[config.mk]
export PLATFORM = sky130hd
export DESIGN_NAME = alu_issue_arbiter
export DESIGN_NICKNAME = d
export VERILOG_FILES = /design/src/rtl/alu_issue_arbiter.sv
export SDC_FILE = /design/constraint.sdc
export NUM_CORES = 1
export LEC_CHECK = 0
export ABC_AREA = 1
export CORE_AREA = 2 2 210 212
export CTS_BUF_LIST = sky130_fd_sc_hd__clkbuf_8
export CTS_CLUSTER_DIAMETER = 80
export DETAILED_ROUTE_END_ITERATION = 10
export DIE_AREA = 0 0 212 214
export HOLD_SLACK_MARGIN = 0.08
export RECOVER_POWER = 25
export SLEW_MARGIN = 10
export SYNTH_ARGS = -nofsm -noshare
export SYNTH_HDL_FRONTEND = slang
export SYNTH_SLANG_ARGS = --single-unit
[constraint.sdc]
create_clock -name i_clk -period 12.6 [get_ports i_clk]
set_input_delay 3.15 -clock i_clk [delete_from_list [all_inputs] [get_ports i_clk]]
set_output_delay 3.15 -clock i_clk [all_outputs]
set_load 0.05 [all_outputs]
[src/rtl/alu_issue_arbiter.sv]
// Two-port issue arbiter for the rv32i ALU stage: decode (port 0) has priority,
// the debug injector (port 1) is protected from starvation; flush drains the slot.
module alu_issue_arbiter #(
    parameter int unsigned PAYLOAD_W = 166,
    parameter int unsigned MAX_WAIT  = 4,
    parameter int unsigned FLUSH_CYC = 2,
    parameter int unsigned CNT_W     = 16
) (
    input  logic                 i_clk,
    input  logic                 i_rst,
    input  logic                 i_req0_valid,
    output logic                 o_req0_ready,
    input  logic [PAYLOAD_W-1:0] i_req0_payload,
    input  logic                 i_req1_valid,
    output logic                 o_req1_ready,
    input  logic [PAYLOAD_W-1:0] i_req1_payload,
    output logic                 o_alu_ce,
    output logic [PAYLOAD_W-1:0] o_alu_payload,
    output logic                 o_alu_src,
    input  logic                 i_alu_stall,
    input  logic                 i_force_stall,
    input  logic                 i_flush,
    output logic                 o_stall,
    output logic                 o_busy,
    output logic [CNT_W-1:0]     o_issue_cnt0,
    output logic [CNT_W-1:0]     o_issue_cnt1
);

    localparam int unsigned WAIT_W = 4;
    localparam int unsigned FCNT_W = 4;

    localparam logic [1:0] S_IDLE   = 2'd0;
    localparam logic [1:0] S_ACTIVE = 2'd1;
    localparam logic [1:0] S_FLUSH  = 2'd2;

    logic [1:0]           state_q,   state_d;
    logic                 alu_ce_q,  alu_ce_d;
    logic [PAYLOAD_W-1:0] payload_q, payload_d;
    logic                 src_q,     src_d;
    logic [CNT_W-1:0]     cnt0_q,    cnt0_d;
    logic [CNT_W-1:0]     cnt1_q,    cnt1_d;
    logic [WAIT_W-1:0]    wait1_q,   wait1_d;
    logic [FCNT_W-1:0]    fcnt_q,    fcnt_d;

    logic consume;
    logic slot_free;
    logic win1;
    logic grant_ok;
    logic ready0;
    logic ready1;
    logic acc0;
    logic acc1;

    // Grant: the slot opens when empty or being drained this cycle; flush closes it.
    always_comb begin
        consume   = alu_ce_q && !i_alu_stall && !i_force_stall && !i_flush;
        slot_free = !alu_ce_q || consume;
        win1      = !i_req0_valid || (wait1_q == WAIT_W'(MAX_WAIT));
        grant_ok  = slot_free && !i_flush && (state_q != S_FLUSH) && !i_rst;
        ready0    = !win1 && grant_ok;
        ready1    = win1 && grant_ok;
        acc0      = i_req0_valid && ready0;
        acc1      = i_req1_valid && ready1;
    end

    always_comb begin
        state_d   = state_q;
        alu_ce_d  = alu_ce_q;
        payload_d = payload_q;
        src_d     = src_q;
        cnt0_d    = cnt0_q + CNT_W'(acc0);
        cnt1_d    = cnt1_q + CNT_W'(acc1);
        wait1_d   = wait1_q;
        fcnt_d    = fcnt_q;

        if (acc0 || acc1) begin
            alu_ce_d  = 1'b1;
            payload_d = acc1 ? i_req1_payload : i_req0_payload;
            src_d     = acc1;
        end else if (consume || i_flush) begin
            alu_ce_d = 1'b0;
        end

        // Starvation guard only accrues while port 1 is actually being refused.
        if ((state_q == S_FLUSH) || !i_req1_valid || acc1) begin
            wait1_d = '0;
        end else if (wait1_q != WAIT_W'(MAX_WAIT)) begin
            wait1_d = wait1_q + WAIT_W'(1);
        end

        case (state_q)
            S_IDLE: begin
                if (i_flush) begin
                    state_d = S_FLUSH;
                    fcnt_d  = FCNT_W'(FLUSH_CYC);
                end else if (acc0 || acc1) begin
                    state_d = S_ACTIVE;
                end
            end
            S_ACTIVE: begin
                if (i_flush) begin
                    state_d = S_FLUSH;
                    fcnt_d  = FCNT_W'(FLUSH_CYC);
                end else if (consume && !acc0 && !acc1) begin
                    state_d = S_IDLE;
                end
            end
            S_FLUSH: begin
                if (i_flush) begin
                    fcnt_d = FCNT_W'(FLUSH_CYC);
                end else if (fcnt_q <= FCNT_W'(1)) begin
                    state_d = S_IDLE;
                    fcnt_d  = '0;
                end else begin
                    fcnt_d = fcnt_q - FCNT_W'(1);
                end
            end
            default: begin
                state_d = S_IDLE;
                fcnt_d  = '0;
            end
        endcase
    end

    always_ff @(posedge i_clk or posedge i_rst) begin
        if (i_rst) begin
            state_q   <= S_IDLE;
            alu_ce_q  <= 1'b0;
            payload_q <= '0;
            src_q     <= 1'b0;
            cnt0_q    <= '0;
            cnt1_q    <= '0;
            wait1_q   <= '0;
            fcnt_q    <= '0;
        end else begin
            state_q   <= state_d;
            alu_ce_q  <= alu_ce_d;
            payload_q <= payload_d;
            src_q     <= src_d;
            cnt0_q    <= cnt0_d;
            cnt1_q    <= cnt1_d;
            wait1_q   <= wait1_d;
            fcnt_q    <= fcnt_d;
        end
    end

    assign o_req0_ready  = ready0;
    assign o_req1_ready  = ready1;
    assign o_stall       = i_req0_valid && !ready0;
    assign o_alu_ce      = alu_ce_q;
    assign o_alu_payload = payload_q;
    assign o_alu_src     = src_q;
    assign o_busy        = (state_q != S_IDLE);
    assign o_issue_cnt0  = cnt0_q;
    assign o_issue_cnt1  = cnt1_q;

endmodule

==> results.tsv, run 1 <==
stage	metric	value	unit
timing	fmax	115	MHz
run_status	failed_checks	capacitance limit, slew limit	
synth	synth_edf_count	0	
routing	postRouteAntennaNets	0	
layout	diodes	0	
synth	syn-cell-area	9540	µm²
worst_setup_path	critPathMaxFanout	76	
synth	synth_top_cell_area_share	0.551	
synth	synth_cell_types	26	
clock_tree	cts.reportedPaths.clkPinSlew	0.06	ns
worst_setup_path	worstSetupPathType	input port to register	
timing	tightest_slew	4.23	ns
synth	ys_seq_area_frac	0.551	
placement	dpl.cell_count	2193	
clock_tree	clockBufferDepth	3	
routing	vias	9905	
clock_tree	cts_htree_levels	2	
timing	setup_viol	0	
timing	finalCritPeriodShare	0.689	
pwr	power	3.79	mW
timing	layout_min_cycle_time	8.68	ns
synth	ys_seq_elements	210	
clock_tree	cts_setup_buffers	0	
hold_path	hold_start	o_issue_cnt0[15]$_DFF_PP0_	
pwr	p_switching	1.83	mW
worst_setup_path	r2r_slack	8.75	ns
run_status	status	finished, violations left	
timing	setup_ws	3.92	ns
routing	wl_met3	3.06	mm
grt	grt_max_degree	90	
floorplan	initial_core_util	0.223	
timing	hold_ws	0.467	ns
floorplan	die_width	212	µm
routing	route.detailed.drc	0	
layout	multiInputGateArea	3800	µm²
routing	routed-wl-met2	19.0	mm
layout	register_area	5260	µm²
hold_path	min_to	o_issue_cnt0[15]$_DFF_PP0_	
worst_setup_path	r2r_start	wait1_q[0]$_DFFE_PP0P_	
routing	totalWireLength	38.4	mm
clock_tree	cts_tree	built	
pwr	peakVddDrop	0.117	mV
clock_tree	cts_buffers	42	
routing	wl_met1	15.1	mm
clock_tree	hold_buffers	0	
synth	syn_inst	1129	
clock_tree	insertion_delay	0.57	ns
pwr	internal_power	1.96	mW
synth	netlist_top_cells_area	dfrtp_1 (55%), nand3_1 (18%), nand2_1 (15%), buf_2 (2.0%), xor2_1 (1.6%)	
pwr	power.density	234	nW/µm²
floorplan	fp.dieArea	45400	µm²
layout	final_cell_mix	clkdlybuf4s50_1 (539), nand2_1 (372), nand3_1 (347)	
routing	initialDrtViolationCount	532	
hold_path	holdCritPathClass	register to register	
worst_setup_path	r2r_cells	11	
floorplan	die_h	214	µm
worst_setup_path	crit_required	13.02	ns
hold_path	min_path_cells	1	
floorplan	core	42900	µm²
grt	grt_pass1_vias	10300	
synth	syn_area_per_cell	8.45	µm²
timing	max_slew_margin	-1.83	
floorplan	fp-row-count	76	
routing	drt-pass1-iter-count	5	
grt	grt_first_pass_wirelength	59.0	mm
clock_tree	cts_root_buf	clkbuf_8	
layout	nFillCells	4384	
layout	syn2layout_area_growth	69.5	%
synth	synth_flop_cell	dfrtp_1	
pwr	p_seq_frac	0.293	
grt	grt.overflow.total	0	
routing	vias_per_cell	4.38	
layout	layout.nets	2001	
placement	dp_hpwl	27.5	mm
pwr	p_leak	7.13	nW
placement	place.gp.congestion	0.864	
worst_setup_path	reg2reg_to	o_alu_payload[110]$_DFFE_PP0P_	
synth	synthArstFlopShare	1.00	
routing	wl_per_cell	17.0	µm
placement	io_buffer_count	542	
run	maxCapViolations	5	
synth	syn_nets	1478	
layout	final_common_cell	clkdlybuf4s50_1	
layout	instances_no_fill	2263	
pwr	power_frac_comb	0.533	
worst_setup_path	endpoint_kind	register	
pwr	clockPowerShare	0.174	
clock_tree	cts.sinks	210	
worst_setup_path	startpoint_type	input port	
routing	routed.top_layer	met4	
timing	hold_viol_final	0	
grt	antenna_found_initial	0	
synth	ys_warn_count	0	
pwr	switching_share	0.483	
clock_tree	cts_resized	0	
floorplan	ioPinCount	543	
placement	dp_slack	4.27	ns
timing	final_max_slew_viol_count	262	
worst_setup_path	cp.arrival	9.11	ns
timing	rsz0062_at_grt	no	
grt	grt_use_total	0.166	
timing	skew	0.0227	ns
layout	drive_gt1_frac	0.0441	
timing	fin_setup_tns	0	ns
synth	yosysTopAreaCell	dfrtp_1	
-- worst max-delay path, cell delays in order --
cell and delay (ns):
clkbuf_1 1.77, clkbuf_1 1.73, o21ai_0 1.34, buf_4 0.69, nand2_1 0.18, nand3_1 0.09
-- logic make-up after synthesis --
kind of cell             after synthesis  share of synthesized area
buffers and inverters                107                     0.0498
flip-flops                           210                      0.551
AND/OR/NAND/NOR                      756                      0.348
AO/OA/AOI/OAI                         17                     0.0113
adder cells (fa/ha/maj)               10                     0.0131
XOR/XNOR                              29                     0.0266
-- cell usage after synthesis (5+ instances only) --
| cell type | count |
|---|---|
| a21oi_1 | 5 |
| buf_2 | 38 |
| buf_4 | 5 |
| clkbuf_1 | 29 |
| dfrtp_1 | 210 |
| ha_1 | 10 |
| inv_1 | 29 |
| inv_2 | 5 |
| nand2_1 | 372 |
| nand3_1 | 347 |
| nand4_1 | 7 |
| nor2_1 | 17 |
| nor3_1 | 5 |
| o21ai_0 | 6 |
| xnor2_1 | 12 |
| xor2_1 | 17 |
-- how the worst max path moves through the flow --
stage / end / slack [ns] / depth (start not counted) / from
3_5_place_dp: o_req1_ready / 4.27 / 5 / i_rst
3_3_place_gp: o_req1_ready / 4.24 / 5 / i_rst
5_1_grt: o_alu_payload[91]$_DFFE_PP0P_ / 2.79 / 3 / i_rst
2_1_floorplan: fcnt_q[0]$_DFFE_PP0P_ / 3.71 / 1 / i_rst
6_report: o_alu_payload[81]$_DFFE_PP0P_ / 3.92 / 6 / i_req1_valid
4_1_cts: o_req1_ready / 4.26 / 5 / i_rst
-- power groups by stage --
| stage | Clock [mW] | Combinational [mW] | Sequential, mW |
|---|---|---|---|
| after floorplan | 0 | 0.335 | 2.01 |
| after detailed placement | 0 | 2.03 | 1.12 |
| final | 0.658 | 2.02 | 1.11 |
| after global routing | 0.720 | 2.12 | 1.15 |
| after CTS | 0.691 | 2.04 | 1.11 |
| after global placement | 0 | 2.03 | 1.11 |
-- flip-flops by register name (all words and copies together) (netlist names) --
signal,cells
o_issue_cnt1,16
o_alu_src,1
o_alu_ce,1
wait1_q,4
state_q,2
o_alu_payload,166
o_issue_cnt0,16
fcnt_q,4
-- metrics by stage --
stage,cell area (µm²),utilization
4_1_cts,16200,0.378
3_3_place_gp,15400,0.360
3_5_place_dp,15400,0.360
6_report,16200,0.377
5_1_grt,16200,0.377
2_1_floorplan,9540,-
-- metal layers --
layer / vias up / GRT usage
met5: - / 0
met4: 0 / 0.0667
met3: 70 / 0.0454
met2: 378 / 0.286
met1: 4685 / 0.193
li1: 4772 / -
-- final cells by class --
class / count / area share
repair buffers: 552 / 0.339
flip-flops and latches: 210 / 0.325
multi-input cells: 812 / 0.235
well taps: 585 / 0.0453
clock buffers: 49 / 0.0417
inverters: 34 / 0.00797
clock inverters: 21 / 0.00596
(Power assumes the default switching activity.)
==> run 2: changes to the inputs <==
==> constraint.sdc (replaced) <==
create_clock -name i_clk -period 7.15 [get_ports i_clk]
set_input_delay 1.7875 -clock i_clk [delete_from_list [all_inputs] [get_ports i_clk]]
set_output_delay 1.7875 -clock i_clk [all_outputs]
set_load 0.05 [all_outputs]
==> results.tsv, run 2 (synthesized netlist as in run 1, its figures left out) <==
stage	metric	value	unit	change
clock_tree	cts.sinks	210		unchanged
worst_setup_path	worstSetupStartpoint	i_flush		was i_req1_valid
worst_setup_path	r2r_start	wait1_q[0]$_DFFE_PP0P_		unchanged
grt	grt_first_pass_wirelength	57.0	mm	was 59.0 mm
floorplan	die_width	212	µm	unchanged
timing	rsz0062_at_grt	no		unchanged
placement	dp_hpwl	26.3	mm	was 27.5 mm
pwr	p_seq_frac	0.291		was 0.293
layout	final_cell_area	16300	µm²	was 16,200 µm²
pwr	peakVddDrop	0.224	mV	was 0.117 mV
worst_setup_path	cp.arrival	4.52	ns	was 9.11 ns
run_status	failed_checks	capacitance limit, slew limit		unchanged
grt	grt.overflow.total	0		unchanged
layout	largest_reg_flops	166		unchanged
routing	totalWireLength	37.3	mm	was 38.4 mm
pwr	power_frac_comb	0.530		was 0.533
clock_tree	insertion_delay	0.55	ns	was 0.57 ns
hold_path	holdCritPathClass	register to register		unchanged
routing	postRouteAntennaNets	0		unchanged
routing	route.detailed.drc	0		unchanged
clock_tree	cts_root_buf	clkbuf_8		unchanged
clock_tree	cts_htree_levels	2		unchanged
timing	final_max_slew_viol_count	138		was 262
routing	wl_per_cell	16.4	µm	was 17.0 µm
grt	grt_max_degree	170		was 90
clock_tree	cts_buffers	42		unchanged
worst_setup_path	critPathMaxFanout	13		was 76
clock_tree	clockBufferDepth	3		unchanged
pwr	p_leak	7.18	nW	was 7.13 nW
layout	drive_gt1_frac	0.0499		was 0.0441
timing	hold_ws	0.478	ns	was 0.467 ns
worst_setup_path	worstSetupPathType	input port to output port		was input port to register
worst_setup_path	critical_path.endpoint	o_req1_ready		was o_alu_payload[81]$_DFFE_PP0P_
pwr	p_switching	3.21	mW	was 1.83 mW
placement	io_buffer_count	542		unchanged
clock_tree	cts_resized	0		unchanged
run	maxCapViolations	2		was 5
clock_tree	hold_buffers	0		unchanged
timing	finalCritPeriodShare	0.883		
layout	nFillCells	4316		was 4,384
worst_setup_path	r2r_cells	17		was 11
timing	tightest_slew	2.79	ns	was 4.23 ns
timing	fmax	158	MHz	
routing	drt-pass1-iter-count	4		was 5
grt	grt_use_total	0.160		was 0.166
clock_tree	cts_setup_buffers	0		unchanged
grt	grt_pass1_vias	9918		was 10,300
floorplan	core	42900	µm²	unchanged
routing	vias_per_cell	4.41		was 4.38
routing	vias	10000		was 9,905
layout	layout.nets	2002		was 2,001
timing	setup_viol	0		unchanged
pwr	internal_power	3.50	mW	was 1.96 mW
layout	multiInputGateArea	3810	µm²	was 3800 µm²
placement	placed_area	15500	µm²	was 15,400 µm²
layout	diodes	0		unchanged
grt	antenna_found_initial	0		unchanged
floorplan	fp.dieArea	45400	µm²	unchanged
layout	final_cell_mix	clkdlybuf4s50_1 (539), nand2_1 (373), nand3_1 (347)		was clkdlybuf4s50_1 (539), nand2_1 (372), nand3_1 (347)
timing	skew	0.0114	ns	was 0.0227 ns
layout	syn2layout_area_growth	70.4	%	was 69.5%
worst_setup_path	startpoint_type	input port		unchanged
routing	initialDrtViolationCount	554		was 532
floorplan	ioPinCount	543		unchanged
worst_setup_path	endpoint_kind	output port		was register
worst_setup_path	crit_required	5.36	ns	was 13.02 ns
worst_setup_path	r2r_slack	3.51	ns	was 8.75 ns
floorplan	initial_core_util	0.223		unchanged
timing	hold_viol_final	0		unchanged
floorplan	die_h	214	µm	unchanged
run_status	status	finished, violations left		unchanged
pwr	switching_share	0.478		was 0.483
layout	final_common_cell	clkdlybuf4s50_1		unchanged
clock_tree	cts_tree	built		unchanged
timing	layout_min_cycle_time	6.31	ns	
pwr	power.density	412	nW/µm²	was 234 nW/µm²
pwr	clockPowerShare	0.179		was 0.174
layout	register_area	5260	µm²	unchanged
timing	fin_setup_tns	0	ns	unchanged
worst_setup_path	reg2reg_to	o_issue_cnt1[14]$_DFF_PP0_		was o_alu_payload[110]$_DFFE_PP0P_
clock_tree	cts.reportedPaths.clkPinSlew	0.06	ns	about the same
timing	max_slew_margin	-0.860		was -1.83
placement	place.gp.congestion	0.888		was 0.864
floorplan	fp-row-count	76		unchanged
-- run 2: changes by cell type in the layout (fill, tap and decap cells not counted), sizes merged --
cell / previous run / this run
clkbuf: 52 / 55
clkinv: 3 / 8
buf: 8 / 10
inv: 50 / 46
-- run 2: per-stage QoR --
stage	setup slack [ns]	power, mW	cells	util
4_1_cts	1.49	6.80	2269	0.380
5_1_grt	0.689	7.05	2269	0.379
3_3_place_gp	1.51	5.51	2194	0.361
6_report	0.839	6.71	2269	0.379
2_1_floorplan	2.56	4.12	1129	-
3_5_place_dp	1.49	5.54	2194	0.361
-- run 2: power by group through the flow --
stage | Clock (mW) | Sequential, mW | Combinational, mW
floorplan | 0 | 3.53 | 0.590
global placement | 0 | 1.95 | 3.57
detailed placement | 0 | 1.96 | 3.58
CTS | 1.26 | 1.95 | 3.59
global route | 1.31 | 2.01 | 3.72
finish | 1.20 | 1.95 | 3.55
-- run 2: per-layer routing --
layer / track usage / up-vias / wire (µm)
met3: 0.0434 / 72 / 3060
met2: 0.270 / 409 / 18000
met4: 0.0676 / 0 / 1190
li1: - / 4771 / -
met5: 0 / - / 0
met1: 0.190 / 4751 / 15100
-- run 2: layout make-up --
type / instances / share of cell area
Inverter: 34 / 0.00792
Multi-Input combinational cell: 812 / 0.234
Tap cell: 585 / 0.0450
Sequential cell: 210 / 0.323
Clock inverter: 22 / 0.00592
Clock buffer: 53 / 0.0448
Timing Repair Buffer: 553 / 0.339
-- run 2: worst min-delay path by stage --
stage,to,cells after the start,from
floorplan,fcnt_q[1]$_DFFE_PP0P_,2,fcnt_q[1]$_DFFE_PP0P_
global placement,o_alu_src$_DFFE_PP0P_,2,o_alu_src$_DFFE_PP0P_
detailed placement,o_issue_cnt0[15]$_DFF_PP0_,1,o_issue_cnt0[15]$_DFF_PP0_
CTS,o_alu_src$_DFFE_PP0P_,2,o_alu_src$_DFFE_PP0P_
global route,o_alu_payload[16]$_DFFE_PP0P_,2,o_alu_payload[16]$_DFFE_PP0P_
finish,o_issue_cnt0[15]$_DFF_PP0_,1,o_issue_cnt0[15]$_DFF_PP0_
-- run 2: critical path, cell delays in order --
cell             delay, ns
dlygate4sd3_1         0.60
inv_1                 0.15
nand3_1               0.11
nand2_1               0.07
nand2_1               0.16
nor2_1                0.70
clkdlybuf4s50_1       0.95
==> run 3: changes to the inputs <==
--- a/config.mk
+++ b/config.mk
@@ -13,6 +13,7 @@
 export DIE_AREA = 0 0 212 214
 export HOLD_SLACK_MARGIN = 0.08
 export RECOVER_POWER = 25
+export SETUP_SLACK_MARGIN = 0.4
 export SLEW_MARGIN = 10
 export SYNTH_ARGS = -nofsm -noshare
 export SYNTH_HDL_FRONTEND = slang
==> results of run 3 <==
Same layout as run 2: the final DEF is identical, and so are final timing and power.
